**config.mk**
```make
export PLATFORM = sky130hd
export DESIGN_NAME = softmax_norm
export DESIGN_NICKNAME = d
export VERILOG_FILES = /design/src/rtl/softmax_norm.sv
export SDC_FILE = /design/constraint.sdc
export NUM_CORES = 1
export LEC_CHECK = 0
export CAP_MARGIN = 20
export CORE_MARGIN = 2
export CORE_UTILIZATION = 30
export DETAILED_ROUTE_END_ITERATION = 8
export HOLD_SLACK_MARGIN = 0.03
export SYNTH_ARGS = -nofsm -noshare
export SYNTH_HDL_FRONTEND = slang
export SYNTH_SLANG_ARGS = --single-unit
```
**constraint.sdc**
```tcl
create_clock -name clk -period 10.9 [get_ports clk]
set_input_delay 2.18 -clock clk [delete_from_list [all_inputs] [get_ports clk]]
set_output_delay 2.18 -clock clk [all_outputs]
set_load 0.02 [all_outputs]
```
**src/rtl/softmax_norm.sv**
```systemverilog
// softmax_norm: buffers one row of exp terms and accumulates their sum.
// It then emits prob = floor((term << 16) / sum) in Q0.16 for each term,
// one at a time, through a valid/ready output port.
// The division is a restoring divider producing one quotient bit per cycle.
// Optional build macro NORM_ROUND_EN: round to nearest instead of truncating.
//
// Handshakes: a term is taken on any rising edge where exp_valid && in_ready.
// A result is taken on any rising edge where prob_valid && prob_ready.
// prob/prob_idx stay stable while prob_valid is high and prob_ready is low.
module softmax_norm #(
   parameter int N = 16,
   parameter int W = 32,
   localparam int IW = (N > 1) ? $clog2(N) : 1
) (
   input  logic          clk,
   input  logic          rst,
   input  logic          exp_valid,
   input  logic [W-1:0]  exp,
   input  logic          exp_last,
   output logic          in_ready,
   output logic          prob_valid,
   input  logic          prob_ready,
   output logic [15:0]   prob,
   output logic [IW-1:0] prob_idx,
   output logic          done
);

   typedef enum logic [1:0] {IDLE, ACC, DIV, OUT} state_t;

   localparam logic [IW:0] LAST_PTR = (IW+1)'(N - 1);

   state_t        state;
   logic [W-1:0]  term_buf [N];
   logic [IW:0]   wr_ptr;
   logic [IW-1:0] i;
   logic [31:0]   sum;
   logic [4:0]    cnt;
   logic [31:0]   r;
   logic [16:0]   s;
   logic [16:0]   q;

   logic          accept;
   logic          last_term;
   logic [32:0]   sum_wide;
   logic [31:0]   sum_add;
   logic [31:0]   buf_rd;
   logic [31:0]   r_in;
   logic [16:0]   s_in;
   logic [16:0]   q_in;
   logic [32:0]   t;
   logic          ge;
   logic [31:0]   r_nx;
   logic [16:0]   s_nx;
   logic [16:0]   q_nx;
   logic [17:0]   q_r;
   logic [15:0]   q_sat;

   assign accept    = exp_valid & in_ready;
   assign last_term = (({1'b0, i} + 1'b1) == wr_ptr);

   // Saturating row sum and one restoring-divider step.
   // At cnt 0 the step is seeded directly from the buffered term.
   always_comb begin
      sum_wide = {1'b0, sum} + 33'(exp);
      sum_add  = sum_wide[32] ? 32'hFFFF_FFFF : sum_wide[31:0];
      buf_rd   = 32'(term_buf[i]);
      // Every term is <= sum, so dividend bits above bit 16 leave only buf >> 1.
      r_in     = (cnt == 5'd0) ? (buf_rd >> 1) : r;
      s_in     = (cnt == 5'd0) ? {buf_rd[0], 16'h0000} : s;
      q_in     = (cnt == 5'd0) ? 17'd0 : q;
      t        = {r_in, s_in[16]};
      ge       = (t >= {1'b0, sum});
      r_nx     = ge ? 32'(t - {1'b0, sum}) : t[31:0];
      s_nx     = {s_in[15:0], 1'b0};
      q_nx     = {q_in[15:0], ge};
`ifdef NORM_ROUND_EN
      q_r      = {1'b0, q_nx} + {17'd0, ({r_nx, 1'b0} >= {1'b0, sum})};
`else
      q_r      = {1'b0, q_nx};
`endif
      q_sat    = (q_r[17:16] != 2'b00) ? 16'hFFFF : q_r[15:0];
   end

   // Term storage. Reset does not clear it because stale entries are never read.
   always_ff @(posedge clk) begin
      if (accept) term_buf[wr_ptr[IW-1:0]] <= exp;
   end

   // Row control FSM, divider registers and registered outputs.
   always_ff @(posedge clk or negedge rst) begin
      if (!rst) begin
         state      <= IDLE;
         in_ready   <= 1'b0;
         prob_valid <= 1'b0;
         prob       <= 16'h0000;
         prob_idx   <= '0;
         done       <= 1'b0;
         sum        <= 32'd0;
         wr_ptr     <= '0;
         i          <= '0;
         cnt        <= 5'd0;
         r          <= 32'd0;
         s          <= 17'd0;
         q          <= 17'd0;
      end else begin
         done <= 1'b0;
         case (state)
            IDLE, ACC: begin
               in_ready <= 1'b1;
               if (accept) begin
                  wr_ptr <= wr_ptr + 1'b1;
                  sum    <= sum_add;
                  if (exp_last || (wr_ptr == LAST_PTR)) begin
                     state    <= DIV;
                     in_ready <= 1'b0;
                     cnt      <= 5'd0;
                  end else begin
                     state <= ACC;
                  end
               end
            end
            DIV: begin
               if (sum == 32'd0) begin
                  // All terms are zero, so skip the divider.
                  prob       <= 16'h0000;
                  prob_idx   <= i;
                  prob_valid <= 1'b1;
                  state      <= OUT;
               end else begin
                  r   <= r_nx;
                  s   <= s_nx;
                  q   <= q_nx;
                  cnt <= cnt + 5'd1;
                  if (cnt == 5'd16) begin
                     prob       <= q_sat;
                     prob_idx   <= i;
                     prob_valid <= 1'b1;
                     state      <= OUT;
                  end
               end
            end
            OUT: begin
               if (prob_ready) begin
                  prob_valid <= 1'b0;
                  if (last_term) begin
                     done     <= 1'b1;
                     state    <= IDLE;
                     in_ready <= 1'b1;
                     wr_ptr   <= '0;
                     sum      <= 32'd0;
                     i        <= '0;
                  end else begin
                     i     <= i + 1'b1;
                     state <= DIV;
                     cnt   <= 5'd0;
                  end
               end
            end
            default: state <= IDLE;
         endcase
      end
   end

endmodule

```
==> impl_metrics.env <==
export IMPL_clockBufferDepth=3
export IMPL_cp_data_arrival_time_ps=6390
export IMPL_syn_area_per_cell_sq_um=14.94
export IMPL_cap_violations=0
export IMPL_cp_max_fo=57
export IMPL_cp_slowest_cell="o21ai_4"
export IMPL_slew_limit_headroom_pct=28.67
export IMPL_tightest_slew_ps=1066
export IMPL_period_share_pct=53.68
export IMPL_grt_overflow=0
export IMPL_cp_num_buf_inv=1
export IMPL_grt_max_degree=77
export IMPL_io_pins=60
export IMPL_rsz0062_at_grt="no"
export IMPL_post_cts_setup_buffer_count=0
export IMPL_peakVddDrop_v=0.0001884
export IMPL_path_class="register to register"
export IMPL_synthTopCellsByArea="edfxtp_1 (54%), mux4_2 (13%), dfrtp_1 (10%), ha_1 (3.2%), nand2_1 (2.8%)"
export IMPL_synth_top_flop_cell="edfxtp_1"
export IMPL_dp_hpwl_mm=43.73
export IMPL_reg2reg_depth=15
export IMPL_ant_nets=0
export IMPL_tns_ps=0
export IMPL_critPathCaptureType="register"
export IMPL_finalMaxSlewViolations=0
export IMPL_cts_resized=0
export IMPL_synth_edff_count=512
export IMPL_reg2reg_from="i[1]"
export IMPL_yosysTopAreaCell="edfxtp_1"
export IMPL_drc_errors=0
export IMPL_netlist_top_cells_count="edfxtp_1 (512), nand2_1 (213), mux4_2 (160)"
export IMPL_firstDrtPassIters=7
export IMPL_status="finished, final reports clean"
export IMPL_min_period_ps=5851
export IMPL_ctsHoldBuffers=0
export IMPL_crit_family="compound AO/OA/AOI/OAI gates"
export IMPL_multi_input_area_sq_um=9668
export IMPL_wire_per_inst_um=22.60
export IMPL_grt_pass1_vias=17510
export IMPL_ys_async_sr_fraction_pct=18.86
export IMPL_finalClockSkew_ps=52.42
export IMPL_crit_path_start_kind="register"
export IMPL_core_sq_um=94590
export IMPL_synthesis_yosys_warnings=0
export IMPL_cts_buffers_inserted=67
export IMPL_synth_seq_cells=631
export IMPL_regArea_sq_um=18360
export IMPL_drive_gt1_share_pct=17.30
export IMPL_fin_cells=3290
export IMPL_cellLeakagePower_nw=11.44
export IMPL_crit_path_max_incr_delay_ps=840
export IMPL_dieHeight_um=312.2
export IMPL_critPathLaunch="i[1]"
export IMPL_worstPathCellList="buf_4, mux4_2, mux4_2, nand2_1, nand2_1, ha_1, a211o_1, nor3_1, nand3_1, nand3b_1, a211o_1, a21oi_1, o21ai_4, a21boi_0, o31ai_1"
export IMPL_yosysSeqAreaShare_pct=64.41
export IMPL_clock_latency_ps=640
export IMPL_synth_most_common_cell="edfxtp_1"
export IMPL_vias=17230
export IMPL_grtUsageTotal_pct=15.17
export IMPL_fill_cells=8971
export IMPL_timing_rr_end="r[1]"
export IMPL_cp_depth=15
export IMPL_die_area_sq_um=97460
export IMPL_antenna_found_initial=2
export IMPL_hold_violations=0
export IMPL_syn_cell_area_sq_um=28490
export IMPL_synth_fp_nets=2018
export IMPL_r2r_slack_ps=5050
export IMPL_die_w_um=312.2
export IMPL_min_delay_path_class="register to register"
export IMPL_max_freq_mhz=170.9
export IMPL_grt_pass1_wl_mm=112.0
export IMPL_finalSetupViolCount=0
export IMPL_clk_pin_slew_ps=70
export IMPL_cp_required_ps=11440
export IMPL_ctsHtreeMaxLevel=3
export IMPL_num_rows=113
export IMPL_crit_path_end="r[1]"
export IMPL_area_growth_pct=15.54
export IMPL_drtIter0Drc=1797
export IMPL_synth_distinct_cells=78
export IMPL_cts_sinks=631
export IMPL_fin_nets=2082
export IMPL_cts_root_buffer="clkbuf_16"
export IMPL_initial_utilization_pct=30.12
export IMPL_cts_tree="yes"
export IMPL_p_per_area_nw_per_um2=293.2
export IMPL_placement_io_buffers=59
export IMPL_place_detailed_instances=3165
export IMPL_routabilityCongestion=0.8842
export IMPL_wirelength_mm=74.35
export IMPL_hold_ws_ps=470.2
export IMPL_yosysTopAreaCellShare_pct=53.96
export IMPL_netlist_instances=1907
export IMPL_viasPerCell=5.237
[layer usage]
metal	track usage [%]	up-vias	routed length [um]
li1	-	7554	-
met1	21.19	8977	33370
met2	24.26	572	35320
met3	2.714	127	3814
met4	4.294	0	1856
met5	0	-	0
[registers in the layout, summed over array words and instances (netlist names)]
register	count
term_buf	512
r	32
sum	32
prob	16
q	16
cnt	5
wr_ptr	5
i	4
prob_idx	4
state	2
done	1
in_ready	1
prob_valid	1
[worst min-delay path by stage]
stage | slack, ps | endpoint | depth (start not counted) | startpoint
5_1_grt | 490 | prob[11] | 2 | prob[11]
3_5_place_dp | 470 | r[23] | 2 | r[23]
2_1_floorplan | 440 | r[31] | 2 | r[31]
3_3_place_gp | 460 | r[31] | 2 | r[31]
6_report | 470 | prob[11] | 2 | prob[11]
4_1_cts | 480 | r[23] | 2 | r[23]
[report_power, final]
group          internal [mW]  switching [mW]
clock network           1.30           0.983
registers               2.99           0.295
logic                   1.74            2.35
[cells by family after synthesis]
kind of cell,synth area share [%]
AO/OA/AOI/OAI,8.322
XOR/XNOR,1.814
adder cells (fa/ha/maj),3.302
AND/OR/NAND/NOR,7.132
multiplexers,12.84
flip-flops,64.41
buffers and inverters,2.178
[layout by cell type, fill, tap and decap left out, types with 8 or more instances in the layout]
master and n:
and3_1 8, edfxtp_1 512, nor2_1 81, and2_1 13, ha_1 72, a31o_2 8
a21o_1 38, nand4_1 18, clkinv_2 14, o31ai_1 9, o211ai_1 14, mux4_2 160
buf_4 34, nand2b_1 14, dfrtp_1 115, a21oi_1 102, clkdlybuf4s50_1 58, o21ai_0 82
nor3_1 11, clkinv_1 9, nand3_1 41, xnor2_1 26, inv_1 52, a31oi_1 43
nand2_1 213, clkbuf_1 14, clkbuf_16 69, xor2_1 33, nor4_1 11, nor2_4 12
[cell type report]
type | instances | area share, %
antenna | 2 | 0.01520
sequential | 631 | 55.78
clock buffer | 85 | 5.488
inverter | 53 | 0.6043
tap | 1265 | 4.808
multi-input combinational | 1123 | 29.37
clock inverter | 36 | 1.235
timing repair buffer | 95 | 2.699
[worst reg2reg max path, cell delays in order, from the launching register on]
cell and delay (ps):
dfrtp_4 810, buf_4 810, mux4_2 440, mux4_2 530
nand2_1 110, nand2_1 80, ha_1 380, a211o_1 320
nor3_1 130, nand3_1 240, nand3b_1 180, a211o_1 210
a21oi_1 150, o21ai_4 840, a21boi_0 240, o31ai_1 290
[metrics by stage]
stage	setup WS, ps	cell area, sq um	total power [mW]	utilization, %
global route	4677	32910	10.23	34.80
finish	5049	32920	9.653	34.80
CTS	5072	32880	9.688	34.76
floorplan	5851	28490	6.271	-
global placement	4856	30670	7.310	32.42
detailed placement	4754	30670	7.375	32.42
Note: power is estimated with default switching activity, not from simulation.
